--- config.mk ---
export PLATFORM = sky130hd
export DESIGN_NAME = if_fetch_unit
export DESIGN_NICKNAME = d
export VERILOG_FILES = /design/src/rtl/if_fetch_unit_pkg.sv /design/src/rtl/if_id_reg.sv /design/src/rtl/if_fetch_unit.sv
export SDC_FILE = /design/constraint.sdc
export NUM_CORES = 1
export LEC_CHECK = 0
export CORE_ASPECT_RATIO = 1.4
export CORE_UTILIZATION = 26
export CTS_BUF_LIST = sky130_fd_sc_hd__clkbuf_16
export CTS_CLUSTER_DIAMETER = 50
export DETAILED_ROUTE_END_ITERATION = 10
export SLEW_MARGIN = 0
export SYNTH_ARGS = -nofsm -noshare
export SYNTH_HDL_FRONTEND = slang
export SYNTH_SLANG_ARGS = --single-unit
--- constraint.sdc ---
create_clock -name clk -period 3.5 [get_ports clk]
set_input_delay 1.05 -clock clk [delete_from_list [all_inputs] [get_ports clk]]
set_output_delay 1.05 -clock clk [all_outputs]
set_load 0.05 [all_outputs]
--- src/rtl/if_fetch_unit_pkg.sv ---
// if_fetch_unit_pkg: shared datapath width and FETCH/HOLD state encoding for the fetch unit
package if_fetch_unit_pkg;
   localparam int WORD_LEN = 32;
   typedef enum logic {FETCH = 1'b0, HOLD = 1'b1} fetch_state_t;
endpackage

--- src/rtl/if_id_reg.sv ---
// if_id_reg: IF/ID pipeline register with hold, load and bubble controls
//   clk, rst (sync, active-low) | load: capture inst_d/pc_d as valid | bubble: clear (wins over load)
//   inst, pc, valid: registered IF/ID contents; with neither control asserted they hold
module if_id_reg #(
   parameter int WORD_LEN = if_fetch_unit_pkg::WORD_LEN
) (
   input  logic                clk,
   input  logic                rst,
   input  logic                load,
   input  logic                bubble,
   input  logic [WORD_LEN-1:0] inst_d,
   input  logic [WORD_LEN-1:0] pc_d,
   output logic [WORD_LEN-1:0] inst,
   output logic [WORD_LEN-1:0] pc,
   output logic                valid
);
   always_ff @(posedge clk)
      if (!rst || bubble) begin
         inst  <= '0;
         pc    <= '0;
         valid <= 1'b0;
      end else if (load) begin
         inst  <= inst_d;
         pc    <= pc_d;
         valid <= 1'b1;
      end
endmodule

--- src/rtl/if_fetch_unit.sv ---
// if_fetch_unit: instruction fetch stage with PC, FETCH/HOLD FSM and a one-entry skid buffer
//   clk, rst (sync, active-low) | freeze: ID stall | br_taken/br_offset: ID redirect (word offset)
//   imem_req/imem_addr: fetch request at PC | imem_ready/imem_rdata: memory response
//   inst_id/pc_id/valid_id: IF/ID register outputs (pc_id = fetch address + 4)
module if_fetch_unit #(
   parameter int                      WORD_LEN = if_fetch_unit_pkg::WORD_LEN,
   parameter logic [WORD_LEN-1:0]     RESET_PC = '0
) (
   input  logic                clk,
   input  logic                rst,
   input  logic                freeze,
   input  logic                br_taken,
   input  logic [WORD_LEN-1:0] br_offset,
   output logic                imem_req,
   output logic [WORD_LEN-1:0] imem_addr,
   input  logic                imem_ready,
   input  logic [WORD_LEN-1:0] imem_rdata,
   output logic [WORD_LEN-1:0] inst_id,
   output logic [WORD_LEN-1:0] pc_id,
   output logic                valid_id
);
   import if_fetch_unit_pkg::*;
   fetch_state_t        state, state_nx;
   logic [WORD_LEN-1:0] pc, pc_nx, pc_inc, buf_inst, buf_pc;
   logic                buf_load, load, bubble;
   assign pc_inc    = pc + WORD_LEN'(4);
   assign imem_addr = pc;
   assign imem_req  = rst && state == FETCH;
   always_comb begin
      pc_nx    = pc;
      state_nx = state;
      buf_load = 1'b0;
      load     = 1'b0;
      bubble   = 1'b0;
      if (freeze) begin
         // a word returning during a stall is parked so it is neither lost nor refetched
         buf_load = state == FETCH && imem_ready;
         state_nx = buf_load ? HOLD : state;
      end else if (br_taken) begin
         pc_nx    = pc_id + (br_offset << 2);
         state_nx = FETCH;
         bubble   = 1'b1;
      end else if (state == HOLD) begin
         pc_nx    = pc_inc;
         state_nx = FETCH;
         load     = 1'b1;
      end else begin
         pc_nx  = imem_ready ? pc_inc : pc;
         load   = imem_ready;
         bubble = !imem_ready;
      end
   end
   always_ff @(posedge clk)
      if (!rst) begin
         state    <= FETCH;
         pc       <= RESET_PC;
         buf_inst <= '0;
         buf_pc   <= '0;
      end else begin
         state <= state_nx;
         pc    <= pc_nx;
         if (buf_load) begin
            buf_inst <= imem_rdata;
            buf_pc   <= pc_inc;
         end
      end
   if_id_reg #(.WORD_LEN(WORD_LEN)) u_if_id (
      .clk   (clk),
      .rst   (rst),
      .load  (load),
      .bubble(bubble),
      .inst_d(state == HOLD ? buf_inst : imem_rdata),
      .pc_d  (state == HOLD ? buf_pc : pc_inc),
      .inst  (inst_id),
      .pc    (pc_id),
      .valid (valid_id)
   );
endmodule

==> results of run 1 <==
placed cells by master, fill, tap and decap left out, types with 22 or more instances in the layout:
master,instances
a211oi_1,29
a21oi_1,93
a221oi_1,55
buf_4,90
clkdlybuf4s50_1,162
dfxtp_1,161
ha_1,29
inv_1,61
mux2i_1,43
nand2_1,140
nand3_1,25
nor2_1,81
nor3_1,22
o21ai_0,34
xnor2_1,27
final timing paths:
path                  from            end  depth (start not counted)
max           br_offset[1]  imem_addr[29]                         10
min           buf_inst[22]   buf_inst[22]                          2
max reg2reg  u_if_id.pc[3]  imem_addr[27]                         10
min reg2reg   buf_inst[22]   buf_inst[22]                          2
stage by stage:
step / area [um2] / cells / total power, uW / hold WS (ns)
CTS: 11900 / 1714 / 5250 / 0.456
finish: 11900 / 1714 / 5210 / 0.455
global route: 11900 / 1714 / 5440 / 0.469
detailed placement: 11300 / 1682 / 3320 / 0.446
floorplan: 8710 / 1070 / 2820 / 0.436
global placement: 11300 / 1682 / 3310 / 0.441
power by group through the flow:
stage / registers [uW] / logic, uW / clock network (uW)
floorplan: 2300 / 513 / 0
global placement: 2100 / 1210 / 0
detailed placement: 2100 / 1220 / 0
CTS: 2060 / 1230 / 1960
global route: 2080 / 1330 / 2030
finish: 2060 / 1240 / 1910
worst max-delay path, delay by kind of cell:
family,cells,cell delay [ns]
buffers and inverters,1,0.48
AOI/OAI and AO/OA,6,0.97
adders and majority gates,1,0.37
and+or+nand+nor,2,0.80
cells in the mapped netlist (26+ instances only):
master    number
clkbuf_1      59
nand2_1      140
nor2_1        81
a21oi_1       94
nand3_1       26
a211oi_1      32
dfxtp_1      162
a221oi_1      55
ha_1          30
mux2i_1       43
o21ai_0       34
inv_1         61
xnor2_1       27
per-layer routing:
metal  up-vias  wire length [um]  GRT usage, %
met5         -                13             0
met4         2               957          8.04
met3        51              1500          3.57
met2       233             15200          31.0
met1      4026             12100          20.0
li1       4214                 -             -
registers in the layout, summed over array words and instances (netlist names):
| name | flops |
|---|---|
| imem_addr | 32 |
| u_if_id.inst | 32 |
| u_if_id.pc | 32 |
| state | 1 |
| u_if_id.valid | 1 |
| buf_inst | 32 |
| buf_pc | 32 |
final cells by class:
type                    instances  area (um2)
clock inverters                15         168
multi-input cells             764        4980
flip-flops and latches        162        3240
fillers                      3386       20800
well taps                     440         551
repair buffers                255        2340
inverters                      61         229
clock buffers                  17         425
kinds of logic after synthesis:
logic type / count (synthesis) / synth area share [%]
and+or+nand+nor: 339 / 18.1
xor gates and xnor gates: 48 / 4.83
buffers and inverters: 144 / 6.81
DFF: 162 / 37.2
adders and majority gates: 31 / 4.54
AOI/OAI and AO/OA: 303 / 23.6
muxes: 43 / 4.94
what timing repair did:
| item | CTS | global route |
|---|---|---|
| gates resized for setup | 2 | 13 |
| pin swaps | 0 | 3 |
| hold buffers | 0 | 0 |
| setup buffers | 0 | 0 |
| endpoints found under the setup margin | 5 | 13 |
==> results.md, run 1 <==
* Fraction of layout cells with a size suffix above 1 at between 10% and 20%
* YS warnings at 0
* Slew @ Worst Pin at approximately 0.65 ns
* Most used cell, CP: a31oi_4
* Syn_area_per_cell at ~8 um2
* Worst Setup End Kind: flip-flop
* Via count at approximately 8500
* Core region area at approximately 33000 um2
* Mapped Nets at 1170
* Worst setup SP type: input port
* Setup TNS at 0 ns
* Max-slew violations at 0
* Final wirelength at between 20000 and 30000 um
* Switching power total at about 1600 uW
* Number of synthesized flops with an enable pin at 0
* CTS tree: done
* Final nets at 1361
* I/O Buffers at 164
* First-pass GRT wire length at ~46000 um
* Worst VDD drop at about 0.35 mV
* Fmax at around 300 MHz
* # diodes at 0
* Top cell type by total area after synthesis: dfxtp_1
* Final GP Congestion at approximately 0.9
* Top cell type's share of synthesized area at a little under two fifths
* Clk buf depth at 2
* Largest cells by area after synthesis: dfxtp_1, nand2_1, a221oi_1
* Grt ovf at 0
* Residual DRC at 0
* Hold Crit Class: reg -> reg
* Largest net degree at the start of global routing at 55
* Die X at around 160 um
* Post-place setup slack at -0.512 ns
* Htree depth at 4
* Status: finished, final reports clean
* Initial antenna violation count at 1
* Ys flop type: dfxtp_1
* Worst Path Required at about 3.8 ns
* Clock net sink count at between 150 and 200
* Async set-reset flop share out of synthesis at 0%
* Critical path class: in -> reg
* DR vias/cell at 4.97
* Relative slew slack at between 50% and 60%
* Vias in the first global route at ~8400
* Sw Share at between 30% and 40%
* Distinct cells, synth at between 60 and 70
* WL/cell at between 15 and 20 um
* Antenna-violating nets left at 0
* Die area at around 34000 um2
* Top Ports at 167
* Worst-Skew Late Latency at about 0.44 ns
* Seq cells post-synth at between 150 and 200
* Pwr Density at about 440 nW/um2
* Min Tclk post-route at between 3 and 4 ns
* CTS Buf Count at 17
* Initial DRT Pass Iterations at 5
* Final Worst Setup Slack at 0.125 ns
* Row count at between 70 and 80
* Area Growth Syn to Fin at 37.1%
* Maxcap violations at 0
* Gate power share at around a quarter
* Final Setup Violations at 0
* Root Driver: clkbuf_16
* GRT Util Overall at 17.5%
* CP arrival at 3.69 ns
* Mapped Cells at approximately 1100
* Synthesized area at 8710 um2
* Leakage at around 0.0046 uW
* Final period util at between 90% and 100%
* Die height at roughly 220 um
* CP max stage delay at 0.48 ns
* Final Hold Fails at 0
* Initial DRC Count at approximately 430
* Register share of total power at between 30 and 40%
* Clock transition at path regs at about 0.06 ns
* Seq/Total Area, Yosys at 37.2%
* Crit Path Max Fanout at 3
* Worst path cell trace: clkdlybuf4s50_1 > ha_1 > a211oi_4 > o21ai_1 > a31oi_4 > or3_1 > a31oi_4 > a21oi_1 > o21ai_0 > or3b_1
* Clock power share at roughly 37%
* Setup Skew at 0.00844 ns
* DPL Wire Length at roughly 21000 um
* R2R setup slack at approximately 0.86 ns
* P_int at between 3000 and 4000 uW
* Initial Util at 26.6%
* Post-layout util at between 30% and 40%
* Worst path slowest cell: clkdlybuf4s50_1
Power figures use the tool's default switching activity.
==> inputs of run 2 (changes only) <==
Settings changed: CAP_MARGIN from default to 20, DONT_BUFFER_PORTS from default to 1, MAX_ROUTING_LAYER from default to met4.
==> results.md, run 2 (same netlist as run 1, synthesis figures left out) <==
* Fraction of layout cells with a size suffix above 1 at between 10% and 20%
* Vias in the first global route at 7889
* Top Ports at 167
* Htree depth at 4
* Hold_buf cts at 0
* WHS at roughly 0.45 ns
* Clock power share at around two fifths
* Hold Crit Class: reg -> reg
* First-pass GRT wire length at between 40000 and 50000 um
* Cts repair resizes at 0
* Worst path cell trace: ha_1 > buf_4 > a211oi_1 > o21ai_1 > a31oi_2 > or3_1 > a31oi_2 > buf_4 > a31o_2 > and3_1 > o31ai_1
* Critical path class: in -> reg
* Worst path slowest cell: a211oi_1
* GRT Util Overall at 17.7%
* Sw Share at between 30% and 40%
* Most frequent cells in the layout: dfxtp_1, nand2_1, a21oi_1
* Clk buf depth at 2
* Min Tclk post-route at between 3 and 4 ns
* Gate power share at 17.9%
* Commonest non-fill, non-tap cell in the layout: dfxtp_1
* Worst Path Required at 3.86 ns
* Largest net degree at the start of global routing at slightly below 80
* Final nets at ~1200
* Initial DRT Pass Iterations at 5
* P_int at 3450 uW
* Unrepaired setup endpoints after global routing: false
* DPL Wire Length at between 15000 and 20000 um
* Crit Path Max Fanout at 3
* Die height at between 200 and 250 um
* Final wirelength at about 29000 um
* Die X at 157 um
* Via count at approximately 7900
* Initial Util at between 20% and 30%
* Final period util at roughly nine tenths
* Status: finished, final reports clean
* Final GP Congestion at 0.880
* Leakage at roughly 0.0040 uW
* Max-slew violations at 0
* Initial antenna violation count at 0
* Final Setup Violations at 0
* Maxcap violations at 0
* Initial DRC Count at between 400 and 500
* Antenna-violating nets left at 0
* Post-place setup slack at -0.0695 ns
* Die area at around 34000 um2
* Setup Skew at 0.00839 ns
* Clock transition at path regs at approximately 0.06 ns
* Multi-input gate area at just under 5000 um2
* # Post-CTS Setup Buffers at 0
* Clock net sink count at 162
* Setup TNS at 0 ns
* Final Hold Fails at 0
* Fillcell total at 3429
* Relative slew slack at between 30% and 40%
* DR vias/cell at 5.11
* Fmax at 318 MHz
* Core region area at 32700 um2
* Register share of total power at 42.7%
* Root Driver: clkbuf_16
* CTS tree: done
* Slew @ Worst Pin at around 0.97 ns
* R2R setup slack at 0.65 ns
* Pwr Density at 491 nW/um2
* Switching power total at 1570 uW
* Row count at 78
* Residual DRC at 0
* Sequential standard cell area at between 3000 and 4000 um2
* Worst setup SP type: input port
* WL/cell at 18.6 um
* # diodes at 0
* Grt ovf at 0
* Area Growth Syn to Fin at 17.2%
* Worst-Skew Late Latency at around 0.46 ns
* Worst Setup End Kind: flip-flop
* I/O Buffers at 0
* CP max stage delay at 0.40 ns
* Tot Pwr at approximately 5000 uW
* CTS Buf Count at 17
* Worst VDD drop at about 0.36 mV
* Bufs and invs on worst path at 2
* Final Worst Setup Slack at around 0.36 ns
* CP arrival at about 3.5 ns
* CP top delay family: compound AO/OA/AOI/OAI gates
## run 2: path summary, 6_finish.rpt
path / startpoint / endpoint / cells past startpoint
hold / removal: buf_inst[23] / buf_inst[23] / 2
setup / recovery: br_offset[0] / imem_addr[31] / 11
setup reg to reg: u_if_id.pc[2] / imem_addr[31] / 11
hold reg to reg: buf_inst[23] / buf_inst[23] / 2
## run 2: worst reg2reg max path: stages, from the launching register on
cell and delay [ns]:
dfxtp_1 0.31, ha_1 0.25, buf_4 0.17, a211oi_1 0.40
o21ai_1 0.16, a31oi_2 0.34, or3_1 0.21, a31oi_2 0.14
buf_4 0.17, a31o_2 0.25, and3_1 0.16, o31ai_1 0.20
## run 2: routing by layer
| metal | track usage, % | wire length, um | vias up |
|---|---|---|---|
| met4 | 7.29 | 713 | 0 |
| met3 | 4.34 | 1800 | 35 |
| li1 | - | - | 3862 |
| met2 | 31.0 | 15000 | 235 |
| met1 | 18.8 | 11200 | 3765 |
| met5 | - | 0 | - |
## run 2: power groups by stage
stage | Combinational [uW] | Clock (uW) | Sequential (uW)
after global placement | 889 | 0 | 2180
after CTS | 904 | 2040 | 2140
final | 899 | 1980 | 2140
after floorplan | 513 | 0 | 2300
after detailed placement | 899 | 0 | 2180
after global routing | 982 | 2090 | 2150
## run 2: through the flow
stage	cell area (um2)	std cells	utilization, %
2_1_floorplan	8710	1070	-
3_3_place_gp	9620	1514	29.4
3_5_place_dp	9620	1514	29.4
4_1_cts	10200	1544	31.2
5_1_grt	10200	1544	31.2
6_report	10200	1544	31.2
## run 2: cell type report
| cell class | count | area share (%) |
|---|---|---|
| Tap cell | 440 | 5.39 |
| Inverter | 61 | 2.24 |
| Clock buffer | 17 | 4.17 |
| Timing Repair Buffer | 87 | 6.76 |
| Clock inverter | 13 | 1.65 |
| Sequential cell | 162 | 31.8 |
| Multi-Input combinational cell | 764 | 48.0 |
==> inputs of run 3 (changes only) <==
Settings changed: CTS_BUF_LIST sky130_fd_sc_hd__clkbuf_16 to default.
==> results.md, run 3 (same netlist as run 1, synthesis figures left out) <==
* Status: finished, final reports clean
* Final Hold Fails at 0
* Slew @ Worst Pin at approximately 0.96 ns
* Worst Setup End Kind: flip-flop
* Row count at 78
* Core region area at 32700 um2
* R2R setup slack at approximately 0.65 ns
* Worst-Skew Late Latency at roughly 0.45 ns
* WL/cell at ~19 um
* CTS Buf Count at 17
* # diodes at 0
* # Post-CTS Setup Buffers at 0
* Worst Path Required at just under 4 ns
* DPL Wire Length at 19800 um
* Final Worst Setup Slack at ~0.36 ns
* GR Util met2 at a little over 30%
* Area Growth Syn to Fin at 17.3%
* First-pass GRT wire length at approximately 45000 um
* Initial DRC Count at 455
* Met3 usage at under 10%
* Initial antenna violation count at 0
* GRT busiest layer: met2
* Cts repair resizes at 0
* Htree depth at 4
* Crit Path Max Fanout at 3
* Maxcap violations at 0
* Setup TNS at 0 ns
* Critical path class: in -> reg
* Post-place setup slack at -0.0695 ns
* Relative slew slack at 35.9%
* Residual DRC at 0
* Max-slew violations at 0
* Die area at about 34000 um2
* WHS at roughly 0.45 ns
* Final Setup Violations at 0
* Initial Util at between 20% and 30%
* Root Driver: clkbuf_16
* Via count at 7888
* M1 GR Usage at a little under a fifth
* Clk buf depth at 2
* Die height at about 220 um
* Commonest non-fill, non-tap cell in the layout: dfxtp_1
* I/O Buffers at 0
* CP arrival at between 3 and 4 ns
* Min Tclk post-route at around 3.1 ns
* GRT Util Overall at between 10% and 20%
* Fmax at between 300 and 400 MHz
* Pwr Density at 494 nW/um2
* Largest net degree at the start of global routing at 78
* Unrepaired setup endpoints after global routing: false
* Clock net sink count at 162
* DR vias/cell at 5.11
* Hold_buf cts at 0
* Hold Crit Class: reg -> reg
* Top Ports at 167
* Die X at roughly 160 um
* Leakage at between 0.003 and 0.004 uW
* Initial DRT Pass Iterations at 5
* Clock transition at path regs at 0.06 ns
* Final wirelength at between 20000 and 30000 um
* Final period util at 89.8%
* Final GP Congestion at between 0.8 and 0.9
* Antenna-violating nets left at 0
* Fraction of layout cells with a size suffix above 1 at approximately 13%
* CTS tree: done
* Setup Skew at about 0.0080 ns
* Vias in the first global route at between 7000 and 8000
* Worst VDD drop at 0.360 mV
* Most frequent cells in the layout: dfxtp_1, nand2_1, a21oi_1
* Final nets at 1193
* Worst setup SP type: input port
* Grt ovf at 0
==> run 3: worst max-delay path: stages <==
cell and delay, ns:
ha_1 0.25, buf_4 0.17, a211oi_1 0.40, o21ai_1 0.16, a31oi_2 0.34, or3_1 0.21
a31oi_2 0.14, buf_4 0.17, a31o_2 0.25, and3_1 0.16, o31ai_1 0.20
==> run 3: layer usage <==
metal | part of all wire [%] | wire length (um) | vias up
met5 | 0 | 0 | -
met4 | 2.4 | 705 | 0
met3 | 6.0 | 1720 | 34
met2 | 52 | 15000 | 211
met1 | 40 | 11400 | 3780
li1 | - | - | 3863
==> run 3: power breakdown <==
group	internal, uW	leakage (uW)	switching [uW]
clock network	1200	0.000299	808
registers	1950	0.00133	186
logic	317	0.00236	582
==> run 3: path summary, 6_finish.rpt <==
kind / from / end / depth (start not counted)
hold / removal: buf_inst[23] / buf_inst[23] / 2
hold reg to reg: buf_inst[23] / buf_inst[23] / 2
setup reg to reg: u_if_id.pc[2] / imem_addr[31] / 11
setup / recovery: br_offset[0] / imem_addr[31] / 11
==> run 3: cell type report <==
type / count / area (um2)
clock buffer: 19 / 443
clock inverter: 11 / 161
sequential: 162 / 3240
tap: 440 / 551
fill: 3429 / 22500
multi-input combinational: 764 / 4900
timing repair buffer: 87 / 691
inverter: 61 / 229
==> run 3: metrics by stage <==
| step | area (um2) | power (uW) | util [%] | cells |
|---|---|---|---|---|
| 4_1_cts | 10200 | 5110 | 31.3 | 1544 |
| 5_1_grt | 10200 | 5250 | 31.3 | 1544 |
| 6_report | 10200 | 5050 | 31.3 | 1544 |
| 2_1_floorplan | 8710 | 2820 | - | 1070 |
| 3_3_place_gp | 9620 | 3070 | 29.4 | 1514 |
| 3_5_place_dp | 9620 | 3080 | 29.4 | 1514 |
